## src/rtl/pwm_pkg.sv

```systemverilog
// Shared types for the PWM timing blocks: timer run mode and timer FSM state.
package pwm_pkg;

  typedef enum logic {
    PERIODIC = 1'b0,
    ONESHOT  = 1'b1
  } timer_mode_t;

  typedef enum logic {
    IDLE = 1'b0,
    RUN  = 1'b1
  } timer_state_t;

endpackage

```

## src/rtl/tick_gen.sv

```systemverilog
// Prescaler: counts enabled cycles 0..ratio and raises tick on the cycle it sits at ratio.
module tick_gen #(
  parameter int PRESCALE_W = 4
) (
  input  logic                  clk,
  input  logic                  reset,
  input  logic                  clear,
  input  logic                  enable,
  input  logic [PRESCALE_W-1:0] ratio,
  output logic                  tick
);

  logic [PRESCALE_W-1:0] presc_reg;

  // Decoded from the prescaler register, so a ratio of 0 ticks on every enabled cycle.
  assign tick = enable && (presc_reg == ratio);

  always_ff @(posedge clk or posedge reset) begin
    if (reset) begin
      presc_reg <= '0;
    end else if (clear) begin
      presc_reg <= '0;
    end else if (enable) begin
      if (presc_reg == ratio) begin
        presc_reg <= '0;
      end else begin
        presc_reg <= presc_reg + 1'b1;
      end
    end
  end

endmodule

```

## src/rtl/prog_timer.sv

```systemverilog
// Programmable period timer: counts prescaled ticks 0..N, pulses done on each wrap,
// periodic or one-shot, with start/stop control and a live count.
module prog_timer
  import pwm_pkg::*;
#(
  parameter int WIDTH      = 8,
  parameter int PRESCALE_W = 4
) (
  input  logic                  clk,
  input  logic                  reset,
  input  logic                  enable,
  input  logic                  start,
  input  logic                  stop,
  input  logic                  mode,
  input  logic [WIDTH-1:0]      period,
  input  logic [PRESCALE_W-1:0] prescale,
  output logic [WIDTH-1:0]      count,
  output logic                  done,
  output logic                  busy
);

  timer_state_t          state_reg;
  timer_mode_t           mode_reg;
  logic [WIDTH-1:0]      n_reg;
  logic [PRESCALE_W-1:0] prescale_reg;
  logic [WIDTH-1:0]      count_reg;
  logic                  done_reg;
  logic                  busy_reg;
  logic                  tick;

  assign count = count_reg;
  assign done  = done_reg;
  assign busy  = busy_reg;

  tick_gen #(
    .PRESCALE_W(PRESCALE_W)
  ) u_tick_gen (
    .clk   (clk),
    .reset (reset),
    .clear (start || stop),
    .enable(enable && (state_reg == RUN)),
    .ratio (prescale_reg),
    .tick  (tick)
  );

  // stop beats start, and both beat a coincident wrap, so neither ever emits done.
  always_ff @(posedge clk or posedge reset) begin
    if (reset) begin
      state_reg    <= IDLE;
      mode_reg     <= PERIODIC;
      n_reg        <= '0;
      prescale_reg <= '0;
      count_reg    <= '0;
      done_reg     <= 1'b0;
      busy_reg     <= 1'b0;
    end else begin
      done_reg <= 1'b0;
      if (stop) begin
        state_reg <= IDLE;
        count_reg <= '0;
        busy_reg  <= 1'b0;
      end else if (start) begin
        state_reg    <= RUN;
        count_reg    <= '0;
        busy_reg     <= 1'b1;
        n_reg        <= period;
        prescale_reg <= prescale;
        mode_reg     <= timer_mode_t'(mode);
      end else if ((state_reg == RUN) && tick) begin
        if (count_reg == n_reg) begin
          count_reg <= '0;
          done_reg  <= 1'b1;
          n_reg     <= period;
          if (mode_reg == ONESHOT) begin
            state_reg <= IDLE;
            busy_reg  <= 1'b0;
          end
        end else begin
          count_reg <= count_reg + 1'b1;
        end
      end
    end
  end

endmodule
```

## config.mk

```make
export PLATFORM = sky130hd
export DESIGN_NAME = prog_timer
export DESIGN_NICKNAME = d
export VERILOG_FILES = /design/src/rtl/pwm_pkg.sv /design/src/rtl/tick_gen.sv /design/src/rtl/prog_timer.sv
export SDC_FILE = /design/constraint.sdc
export NUM_CORES = 1
export LEC_CHECK = 0
export ABC_AREA = 1
export CORE_MARGIN = 2
export CORE_UTILIZATION = 47
export DETAILED_ROUTE_END_ITERATION = 7
export GPL_TIMING_DRIVEN = 0
export PLACE_DENSITY = 0.77
export SLEW_MARGIN = 20
export SYNTH_ARGS = -nofsm -noshare
export SYNTH_HDL_FRONTEND = slang
export SYNTH_SLANG_ARGS = --single-unit
export TNS_END_PERCENT = 5
```

## constraint.sdc

```tcl
create_clock -name clk -period 1.17 [get_ports clk]
set_input_delay 0.117 -clock clk [delete_from_list [all_inputs] [get_ports clk]]
set_output_delay 0.117 -clock clk [all_outputs]
set_load 0.01 [all_outputs]
```

[Word level (Yosys, flattened, before mapping)]
Index checks and enable logic that the tools add are counted.
Storage, ports and cells
  word-level logic and storage cells: 44
  RAM bits: 0
  register bits after elaboration: 27
  input bits: 18
  latch bits: 0
  output and inout bits: 10
  ROM bits: 0
  memories kept: 0
Cells by class
  $mul: 0
  divide/modulo/power cells: 0
  shifts and indexed selects: 0
  bitwise logic cells: 1
  order comparisons: 0
  add/subtract/negate cells: 2
  reductions and logical operators: 13
  mux-type cells: 19
  eq/ne operators: 2
Operators with widths (count)
  2-to-1 mux 8 bit: 7
  2-to-1 mux 4 bit: 3
  2-to-1 mux 1 bit: 9
  nonzero test 3 bit: 3
  adder 8 x 1 -> 8 bit, second input constant: 1
  equality test 8 bit: 1
  AND reduction 3 bit: 2
  nonzero test 2 bit: 3
  adder 4 x 1 -> 4 bit, second input constant: 1
  equality test 4 bit: 1
  logical AND 1 bit: 3
  AND reduction 2 bit: 1
  logical OR 1 bit: 1
  inverter 1 bit: 1

[Logic depth before layout (Yosys ltp)]
Gate-level depths: netlist of the first run.
  depth in word-level cells: 6
  mapped depth: 10
  depth with buffers taken out: 10

[Modules after synthesis]
Synthesis of the first run repeated with hierarchy kept, for this count alone.
Unflattened totals
  cell total of the unflattened synthesis: 185
  area total of the unflattened synthesis: 1520.2 um2
By module, submodules not included
  prog_timer: instances 1, area an instance 1209.9 um2, seq. area each 575.6 um2, cells each 135
  tick_gen: instances 1, area an instance 310.3 um2, seq. area each 100.1 um2, cells each 50

[Worst setup path before layout of the first run]
Ideal clock, no wire load.
  kind: register -> register
  from: register count_reg[0] (netlist: count[0])
  to: register n_reg[3]
  stages on the path, launching flop included: 10
  required time: 1.053 ns
  buffers on the path: 0
  library setup time: 0.117 ns
  period minus slack after synthesis: 1.309 ns
  arrival: 1.192 ns
  setup slack: -0.139 ns
  path through: dfrtp_1 -> inv_2 -> nand2_1 -> nand2_1 -> nor2_1 -> nand2_1 -> nor2_8 -> nand3_4 -> nand3_1 -> nand2_1
Between the ends
  word-level cells in the longest chain between the ends: 3
Ends and longest elaborated chain
  from (decl): line prog_timer.sv:26  | logic [WIDTH-1:0] count_reg;
  from (signal assigned): line prog_timer.sv:79  | count_reg <= count_reg + 1'b1;
  equality test 8 bit: line prog_timer.sv:70  | if (count_reg == n_reg) begin
  nonzero test 2 bit (no source line)
  AND reduction 3 bit (no source line)
  to (signal assigned): line prog_timer.sv:66  | n_reg <= period;
  to (signal assigned): line prog_timer.sv:73  | n_reg <= period;
  to (decl): line prog_timer.sv:24  | logic [WIDTH-1:0] n_reg;
No other way between the ends.
A chain may end at the register's enable or synchronous reset.

[Worst setup path in the final report of the first run]
  from: register count_reg[6] (netlist: count[6])
  to: register n_reg[3]
The elaborated chain is that of the path after synthesis.

==> results of run 1 <==
[metrics by stage]
step	power, mW	TNS, ns	util (%)	instances
after floorplan	1.285	-1.319	-	215
after global placement	1.396	-17.86	60.77	286
after detailed placement	1.406	-18.23	60.77	286
after CTS	1.819	-3.094	65.00	301
after global routing	1.978	-7.919	69.11	310
final	1.872	-5.191	69.11	310
[final cells by class]
type / instances / area [µm²] / area share [%]
sequential: 27 / 681.9 / 31.80
tap: 44 / 55.05 / 2.567
buffer: 2 / 12.51 / 0.5834
inverter: 35 / 131.4 / 6.126
timing repair buffer: 47 / 382.9 / 17.85
multi-input combinational: 151 / 854.6 / 39.85
clock buffer: 4 / 26.28 / 1.225
[per-layer routing]
layer,global-route usage [%],wire (µm),vias up
li1,-,-,780
met1,28.85,1692,729
met2,33.89,1807,48
met3,4.622,226,6
met4,4.559,48,0
met5,0,0,-
[report_power, final]
group	switching, mW	internal, mW	total (mW)
clock network	0.265	0.134	0.399
registers	0.0530	0.996	1.05
logic	0.239	0.186	0.425
total	0.557	1.32	1.87
[timing repair]
item,in CTS,in global routing
hold endpoints to repair,0,0
endpoints found under the setup margin,37,36
setup buffers,11,9
resized for setup,29,35
pin swaps,5,16
[worst register-to-register path: cells and delay by family, from the launching register on]
kind / cells / cell delay, ns
flops: 1 / 0.46
simple gates: 8 / 0.93
[placed cells by master (no fill, tap or decap), types with 5 or more instances in the layout]
master	count
inv_2	11
nor2_1	12
nand2_2	8
nand3_1	14
nand2_1	62
buf_4	19
nor2_2	7
inv_1	23
clkbuf_2	7
clkdlybuf4s50_1	17
nand3_2	11
dfrtp_1	22
dfrtp_2	5
o21ai_1	5
a21oi_1	8
[cells by family (layout without fill, tap and decap cells)]
kind of cell	after synthesis	after routing
XOR/XNOR	3	3
AO/OA/AOI/OAI	17	17
adder cells (fa/ha/maj)	2	2
buffers and inverters	37	88
flip-flops	27	27
AND/OR/NAND/NOR	129	129
[worst paths after layout]
path	startpoint	endpoint	slack, ns
setup / recovery	count[6]$_DFFE_PP0P_	n_reg[3]$_DFFE_PP0P_	-0.31
hold / removal	reset	prescale_reg[3]$_DFFE_PP0P_	0.17
setup reg to reg	count[6]$_DFFE_PP0P_	n_reg[3]$_DFFE_PP0P_	-0.31
hold reg to reg	prescale_reg[1]$_DFFE_PP0P_	prescale_reg[1]$_DFFE_PP0P_	0.55
max in group asynchronous	reset	count[6]$_DFFE_PP0P_	0.54
min in group clk	period[0]	n_reg[0]$_DFFE_PP0P_	0.33
==> metrics.txt, run 1 <==
CP max-delay cell=dfrtp_2; total grt overflow=0; WP data required=1.40 ns; worst-margin pin slew=0.9209 ns; CP Class=reg -> reg; Bufs on Longest Clock Path=2; Wirelength per Cell=12.18 µm; CP bufs+invs=0; Synth Register Bits=27; fin crit share=126.8%; Vias/cell=around 5.0; Fin. Hold Viols=0; number of inserted diodes=0; pre-CTS WS=-0.5697 ns; Worst-path clk slew=0.14 ns; final wirelength=3775 µm; Synth Warn #=0; DIE HEIGHT=slightly above 60 µm; area leader, netlist=dfrtp_1; hold buffers post-CTS=0; post-synth net total=235; CTS tree=yes; CORE AREA=3103 µm²; Max Clock Skew=~0.0038 ns; Port Buffer Count=27; Fillers=260; first-iteration detailed-routing DRC count=93; number of synthesized flops with an enable pin=0; Synth area leaders=dfrtp_1, nand2_1, nand3_1; startpoint types=register; largest family of logic cells by synthesized area=simple AND/OR/NAND/NOR gates; FF-to-FF path depth=8; CTS HTree Levels=1; GRT Total Usage=20.90%; Hold WS=0.1682 ns; Max Slew Vio Count=0; Remaining DRCs=0; Power Dens Cells=873.0 nW/µm²; Final Setup Violations=28; Slew Limit Headroom=38.23%; fraction of registers with async set/reset=100.0%; initial antenna violation count=0; die area=3777 µm²; register area share after synthesis=43.55%; CTS root buffer=clkbuf_4; arrival time at the worst endpoint=1.71 ns; slowest cell delay on critical path=0.46 ns; antenna viol nets, final=0; vias in the first global route=1295; XOR/XNOR Fraction of Synth Area=about 1.7%; first-pass GRT wire length=5775 µm; Synth Area in Adders=1.613%; Post-DP HPWL=roughly 2400 µm; Initial Utilization=around 50%; DP Area=1886 µm²; MaxCap Viol Count=0; RSZ-0062 raised after global routing=yes; top-area cell type share of the netlist area=between 40% and 50%; Critical Path Sink Type=register; Compound-Gate Fraction of Synth Area=5.645%; Yosys cell types=22; Syn Inst Count=between 200 and 250; top cells by count, synth=nand2_1, dfrtp_1, inv_1, nand3_1, nor2_1; worst-path cell chain=nand2_1 > nand2_1 > nor2_1 > nand2_2 > nor2_8 > nand3_4 > nand3_2 > nand2_1; failing checks=setup timing; Post-Syn Area=1551 µm²; clk_lat worst skew=about 0.32 ns; Worst path depth=8; gpl congestion=0.8283; Die X=a little over 60 µm; most numerous cell in the Yosys netlist=nand2_1; cts bufs inserted=3; status=complete, but fails checks; post-synthesis mux area share=0%; Post-Synth Simple-Gate Area=38.31%; worst vdd ir=0.8607 mV; Pre-antenna DRT Iters=4; FMAX=673.8 MHz; Area Growth Syn to Fin=38.23%; worst hold path type=in -> async; CP top delay family=simple AND/OR/NAND/NOR gates; largest net degree at the start of global routing=28; Period minus WS final=1.484 ns; most frequent CP cell=nand2_1; # IOs=28; Leakage=~1.1 nW; Final nets=287; Synth Area per Inst=slightly above 7 µm²; final worst slack=-0.3140 ns; num rows=20; post-route cell area=2145 µm²; CP max FO=8; share of layout cells above drive strength 1=32.71%; clock sinks=27; Post-synth top flop=dfrtp_1; vias=1563
No activity file was read; power rests on OpenSTA's default activity.
==> inputs of run 2 (changes only) <==
GPL_TIMING_DRIVEN = unset   (was 0)
RECOVER_POWER = 100   (was unset)
==> run 2 against run 1 <==
Net effect: the flow still finishes with violations (setup timing); clock-buffer cell count did not move; design area rose by 11%; first-iteration DRC count rose by 7.5%; register-to-register slack got worse by 0.03 ns; critical endpoint is now n_reg[7]$_DFFE_PP0P_; cell count rose by 10%; clock skew rose by 0.0080 ns; global-route usage rose by 1.8 points; largest power group unchanged; wire length rose by 7.5%.
==> metrics.txt, run 2 (synthesized netlist as in run 1, its figures left out) <==
status=complete, but fails checks (unchanged); failing checks=setup timing (unchanged); final wirelength=4058 µm (was 3775 µm); vias=1639 (was 1563); share of layout cells above drive strength 1=34.68% (was 32.71%); CP Class=reg -> reg (unchanged); Reg2Reg Launch Point=count[4]$_DFFE_PP0P_ (was count[6]$_DFFE_PP0P_); num rows=20 (unchanged); Hold Startpoint=period[0]; CTS tree=yes (unchanged); Wirelength per Cell=11.90 µm (was 12.18 µm); GRT Total Usage=22.69% (was 20.90%); Post-DP HPWL=2787 µm (was 2376 µm); number of inserted diodes=0 (unchanged); worst vdd ir=0.7179 mV (was 0.8607 mV); worst hold path type=in -> reg (was in -> async); final worst slack=-0.3472 ns (was -0.3140 ns); first-iteration detailed-routing DRC count=100 (was 93); CORE AREA=3103 µm² (unchanged); Port Buffer Count=27 (unchanged); final std cells w/o fill=341 (was 310); commonest cells after routing, fill and taps aside=nand2_1, buf_4, inv_1 (was nand2_1, inv_1, dfrtp_1); Area Growth Syn to Fin=52.90% (was 38.23%); CTS HTree Levels=1 (unchanged); first-pass GRT wire length=6203 µm (was 5775 µm); worst-margin pin slew=0.6576 ns (was 0.9209 ns); FF-to-FF path depth=9 (was 8); Remaining DRCs=0 (unchanged); worst-path cell chain=buf_4 > nand2_1 > nand2_1 > nor2_2 > nand2_2 > nor2_8 > nand3_4 > nand3_1 > nand2_1 (was nand2_1 > nand2_1 > nor2_1 > nand2_2 > nor2_8 > nand3_4 > nand3_2 > nand2_1); Final nets=318 (was 287); pre-CTS WS=-0.2708 ns (was -0.5697 ns); FMAX=659.1 MHz (was 673.8 MHz); Initial Utilization=50.00% (unchanged); Worst-path clk slew=0.15 ns (was 0.14 ns); most common cell after layout, fill and taps aside=nand2_1 (unchanged); antenna viol nets, final=0 (unchanged); Vias/cell=4.806 (was 5.042); slowest cell delay on critical path=0.46 ns (about the same); Power Dens Cells=825.3 nW/µm² (was 873.0 nW/µm²); Max Clock Skew=0.01178 ns (was 0.003815 ns); met2 WL=1994 µm (was 1807 µm); setup TNS=-5.141 ns (was -5.191 ns); Slew Limit Headroom=56.16% (was 38.23%); Worst Hold Path EP=n_reg[0]$_DFFE_PP0P_; # IOs=28 (unchanged); arrival time at the worst endpoint=1.76 ns (was 1.71 ns); most frequent CP cell=nand2_1 (unchanged); Pre-antenna DRT Iters=4 (unchanged); Max Slew Vio Count=0 (unchanged); CP max FO=8 (unchanged); WHS Path Cells=3; cts bufs inserted=3 (unchanged); Die X=61.46 µm (unchanged); clk_lat worst skew=0.34 ns (was 0.32 ns); initial antenna violation count=0 (unchanged); utilization after layout=76.45% (was 69.11%); die area=3777 µm² (unchanged); Period minus WS final=1.517 ns (was 1.484 ns); reg-to-reg slack, setup=-0.35 ns (was -0.31 ns); largest net degree at the start of global routing=28 (unchanged); CTS root buffer=clkbuf_4 (unchanged); MaxCap Viol Count=0 (unchanged); gpl congestion=0.8278 (was 0.8283); Final Setup Violations=24 (was 28); WP data required=1.41 ns (was 1.40 ns); DIE HEIGHT=61.46 µm (unchanged); vias in the first global route=1494 (was 1295); total grt overflow=0 (unchanged); Fillers=260 (unchanged); Critical Path Sink Type=register (unchanged); RSZ-0062 raised after global routing=yes (unchanged); Met1 Wirelength=1851 µm (was 1692 µm); Leakage=1.281 nW (was 1.118 nW); Bufs on Longest Clock Path=2 (unchanged); Placed Instances=327 (was 286); clock sinks=27 (unchanged); uppermost layer routed=met4 (unchanged); met3 wire length=156 µm (was 226 µm); r2r endpoint=n_reg[7]$_DFFE_PP0P_ (was n_reg[3]$_DFFE_PP0P_); startpoint types=register (unchanged); Fin. Hold Viols=0 (unchanged); fin crit share=129.7% (was 126.8%); CP max-delay cell=dfrtp_2 (unchanged)
## run 2: cell count changes in the layout (fill, tap and decap cells not counted), moves of 4 or more
cell	delta
nand3_1	+10
buf_4	+24
buf_6	+12
nand3_2	-10
clkbuf_2	-4
## run 2: layer usage
| metal | global-route usage (%) | vias up |
|---|---|---|
| met5 | 0 | - |
| met4 | 8.815 | 0 |
| met3 | 4.412 | 5 |
| met2 | 37.84 | 39 |
| met1 | 29.12 | 764 |
| li1 | - | 831 |
## run 2: cell type report
| type | instances | area [µm²] | area share, % |
|---|---|---|---|
| flip-flops and latches | 27 | 681.9 | 28.74 |
| clock buffers | 4 | 26.28 | 1.108 |
| well taps | 44 | 55.05 | 2.321 |
| inverters | 35 | 131.4 | 5.538 |
| multi-input cells | 151 | 782.0 | 32.96 |
| repair buffers | 80 | 695.7 | 29.32 |
## run 2: worst max path at each step
stage,slack (ns),endpoint,depth (start not counted),startpoint
finish,-0.35,n_reg[7]$_DFFE_PP0P_,9,count[4]$_DFFE_PP0P_
global route,-0.44,n_reg[6]$_DFFE_PP0P_,10,count[4]$_DFFE_PP0P_
CTS,-0.33,n_reg[7]$_DFFE_PP0P_,9,count[4]$_DFFE_PP0P_
detailed placement,-0.27,count[5]$_DFFE_PP0P_,8,enable
global placement,-0.20,count[5]$_DFFE_PP0P_,8,enable
floorplan,-0.10,n_reg[3]$_DFFE_PP0P_,8,count[7]$_DFFE_PP0P_
## run 2: power by group
group          switching, mW  total, mW  internal [mW]
sequential            0.0466       1.04          0.996
clock                  0.292      0.426          0.134
combinational          0.249      0.489          0.241
## run 2: critical path: cells and delay by family, from the launching register on
family	cells	cell delay, ns
AND/OR/NAND/NOR	8	0.81
buffers and inverters	1	0.14
flip-flops	1	0.46
## run 2: timing repair
action / CTS / global route
pin swaps: 3 / 4
resized for setup: 45 / 22
buffers inserted: 7 / 3
endpoints found under the setup margin: 32 / 29
hold buffers: 0 / 0
## run 2: per-stage QoR
stage / power (mW) / hold slack, ns / area, µm²
after floorplan: 1.285 / 0.1694 / 1560
after global placement: 1.497 / 0.4629 / 2222
after detailed placement: 1.516 / 0.4657 / 2222
after CTS: 1.925 / 0.08636 / 2285
after global routing: 2.048 / 0.3226 / 2372
final: 1.958 / 0.3113 / 2372
==> inputs of run 3 (changes only) <==
CORE_UTILIZATION = 46   (was 47)
PLACE_DENSITY = 0.75   (was 0.77)
SYNTH_HIERARCHICAL = 1   (was unset)
==> run 3 against run 2 <==
Net effect: the flow still finishes with violations (setup timing); critical path depth rose by 5; sequential power barely moved; clock skew fell by 0.010 ns; global-route usage is 3.1 points lower; area after synthesis shrank 2.0%; sequential cell count is the same; clock-buffer cell count did not move; fmax fell by 7.1%; design area is 4.8% lower; register-to-register slack lost 0.12 ns; clock power decreased by 9.4%.
==> metrics.txt, run 3 <==
Total Power=1.935 mW (was 1.958 mW); Leakage=1.129 nW (was 1.281 nW); CP max FO=4 (was 8); # IOs=28 (unchanged); vias in the first global route=1265 (was 1494); Sw Ratio=27.49% (was 30.00%); largest net degree at the start of global routing=24 (was 28); CP top delay family=simple AND/OR/NAND/NOR gates (unchanged); Vias/cell=4.587 (was 4.806); Worst-path clk slew=0.13 ns (was 0.15 ns); met3 wire length=129 µm (was 156 µm); commonest cells after routing, fill and taps aside=nand2_1, buf_4, dfrtp_1 (was nand2_1, buf_4, inv_1); Fillers=253 (was 260); Critical Path Sink Type=register (unchanged); Clock power frac=19.9% (was 21.8%); Bufs on Longest Clock Path=2 (unchanged); num rows=20 (unchanged); GRT Total Usage=19.61% (was 22.69%); final wirelength=3228 µm (was 4058 µm); Psw=0.5320 mW (was 0.5873 mW); Fin. Hold Viols=0 (unchanged); RSZ-0062 raised after global routing=yes (unchanged); Remaining DRCs=0 (unchanged); combinational share of power=26.2% (was 25.0%); fin crit share=139.6% (was 129.7%); Initial Utilization=48.99% (was 50.00%); Synth Area per Inst=8.217 µm² (was 7.216 µm²); clk_lat worst skew=0.31 ns (was 0.34 ns); Met1 Wirelength=1526 µm (was 1851 µm); Port Buffer Count=27 (unchanged); worst-path cell chain=inv_1 > nand2_1 > nand2_2 > nor2_4 > nand3_2 > inv_2 > nand2_4 > nand2_4 > nand4_1 > nor2_2 > nand2_1 > nand2_1 > nand2_1 > nor2_2 (was buf_4 > nand2_1 > nand2_1 > nor2_2 > nand2_2 > nor2_8 > nand3_4 > nand3_1 > nand2_1); uppermost layer routed=met4 (unchanged); Die X=61.49 µm (was 61.46 µm); Hold WS=0.3399 ns (was 0.3113 ns); worst-margin pin slew=0.2989 ns (was 0.6576 ns); Max Slew Vio Count=0 (unchanged); CP bufs+invs=2 (was 1); Internal=1.403 mW (was 1.371 mW); share of layout cells above drive strength 1=39.08% (was 34.68%); CTS tree=yes (unchanged); CP Class=reg -> reg (unchanged); top cells by count, synth=nand2_1, dfrtp_1, inv_1 (was nand2_1, dfrtp_1, inv_1, nand3_1, nor2_1); initial antenna violation count=0 (unchanged); FMAX=612.2 MHz (was 659.1 MHz); Yosys cell types=25 (was 22); slowest cell delay on critical path=0.41 ns (was 0.46 ns); DIE HEIGHT=61.49 µm (was 61.46 µm); Post-Syn Area=1520 µm² (was 1551 µm²); Wirelength per Cell=10.58 µm (was 11.90 µm); area leader, netlist=dfrtp_1 (unchanged); Period minus WS final=1.633 ns (was 1.517 ns); Power Dens Cells=857.0 nW/µm² (was 825.3 nW/µm²); pre-CTS WS=-0.4877 ns (was -0.2708 ns); die area=3780 µm² (was 3777 µm²); WP data required=1.42 ns (was 1.41 ns); Area Growth Syn to Fin=48.56% (was 52.90%); CTS HTree Levels=1 (unchanged); Reg power frac=53.9% (was 53.2%); top-area cell type share of the netlist area=44.44% (was 43.55%); worst hold path type=in -> reg (unchanged); most common cell after layout, fill and taps aside=nand2_1 (unchanged); met2 WL=1522 µm (was 1994 µm); vias=1399 (was 1639); MaxCap Viol Count=0 (unchanged); first-pass GRT wire length=5513 µm (was 6203 µm); CORE AREA=3103 µm² (unchanged); failing checks=setup timing (unchanged); gpl congestion=0.8520 (was 0.8278); Synth Register Bits=27 (unchanged); Post-synth top flop=dfrtp_1 (unchanged); Post-DP HPWL=2431 µm (was 2787 µm); Pre-antenna DRT Iters=4 (unchanged); Synth Warn #=6 (was 0); startpoint types=register (unchanged); post-synth net total=205 (was 235); register area share after synthesis=44.44% (was 43.55%); Synth area leaders=dfrtp_1, nand2_1, inv_1 (was dfrtp_1, nand2_1, nand3_1); arrival time at the worst endpoint=1.89 ns (was 1.76 ns); Final nets=282 (was 318); final worst slack=-0.4634 ns (was -0.3472 ns); Syn Inst Count=185 (was 215); Final Setup Violations=22 (was 24); Max Clock Skew=0.001425 ns (was 0.01178 ns); most frequent CP cell=nand2_1 (unchanged); FF/Latch Area=675.6 µm² (was 681.9 µm²); number of synthesized flops with an enable pin=0 (unchanged); clock sinks=27 (unchanged); cts bufs inserted=3 (unchanged); CP max-delay cell=dfrtp_1 (was dfrtp_2); CTS root buffer=clkbuf_4 (unchanged); antenna viol nets, final=0 (unchanged); most numerous cell in the Yosys netlist=nand2_1 (unchanged); worst vdd ir=0.4770 mV (was 0.7179 mV); first-iteration detailed-routing DRC count=74 (was 100); number of inserted diodes=0 (unchanged); setup TNS=-6.738 ns (was -5.141 ns); Slew Limit Headroom=80.07% (was 56.16%); total grt overflow=0 (unchanged); status=complete, but fails checks (unchanged); fraction of registers with async set/reset=100.0% (unchanged); footprint of the multi-input gates=780.7 µm² (was 782.0 µm²)
[run 3: per-layer routing]
layer	vias to the layer above	global-route usage (%)
met4	0	5.471
met2	32	31.73
met5	-	0
li1	722	-
met3	6	2.311
met1	639	27.76
[run 3: timing repair]
item                                    in CTS  in global routing
pin swaps                                    5                 11
hold buffers                                 0                  1
endpoints found under the hold margin        0                  4
gates resized for setup                     32                 21
endpoints found under the setup margin      29                 31
setup buffers                                1                  1
[run 3: cell type report]
cell class                 instances  share of cell area, %
inverter                          28                  4.654
clock buffer                       4                  1.163
timing repair buffer              73                  27.26
sequential                        27                  29.92
multi-input combinational        129                  34.57
tap                               44                  2.438
[run 3: worst paths after layout]
path / cells past startpoint / slack [ns] / to / from
worst min-delay path: 3 / 0.34 / n_reg[2]$_DFFE_PP0P_ / period[2]
worst min register to register: 1 / 0.53 / mode_reg$_DFFE_PP0P_ / mode_reg$_DFFE_PP0P_
worst max register to register: 14 / -0.46 / count[6]$_DFFE_PP0P_ / prescale_reg[2]$_DFFE_PP0P_
min in group asynchronous: 3 / 0.68 / u_tick_gen/presc_reg[3]$_DFFE_PP0P_ / reset
max in group asynchronous: 4 / 0.10 / n_reg[6]$_DFFE_PP0P_ / reset
worst max-delay path: 14 / -0.46 / count[6]$_DFFE_PP0P_ / prescale_reg[2]$_DFFE_PP0P_
[run 3: worst register-to-register path, stage by stage (launching register included)]
cell,delay [ns]
dfrtp_1,0.41
inv_1,0.05
nand2_1,0.06
nand2_2,0.07
nor2_4,0.13
nand3_2,0.10
inv_2,0.08
nand2_4,0.07
nand2_4,0.07
nand4_1,0.12
nor2_2,0.15
nand2_1,0.05
nand2_1,0.06
nand2_1,0.06
nor2_2,0.11
[run 3: cells by family (layout without fill, tap and decap cells)]
family	Yosys count	in the layout	share of synthesized area (%)
AND/OR/NAND/NOR	103	103	32.26
buffers and inverters	29	105	8.230
flip-flops	27	27	44.44
AO/OA/AOI/OAI	12	12	5.679
XOR/XNOR	7	7	4.033
multiplexers	5	5	3.703
adder cells (fa/ha/maj)	2	2	1.646
[run 3: power groups by stage]
| stage | Combinational, mW | Sequential, mW | Clock [mW] |
|---|---|---|---|
| 3_3_place_gp | 0.464 | 1.06 | 0 |
| 3_5_place_dp | 0.475 | 1.06 | 0 |
| 6_report | 0.506 | 1.04 | 0.386 |
| 2_1_floorplan | 0.259 | 1.05 | 0 |
| 4_1_cts | 0.493 | 1.04 | 0.406 |
| 5_1_grt | 0.562 | 1.05 | 0.456 |
[run 3: through the flow]
step | area (µm²) | cells | util [%]
global route | 2258 | 305 | 72.78
detailed placement | 2171 | 298 | 69.96
global placement | 2171 | 298 | 69.96
CTS | 2212 | 303 | 71.29
finish | 2258 | 305 | 72.78
floorplan | 1530 | 185 | -
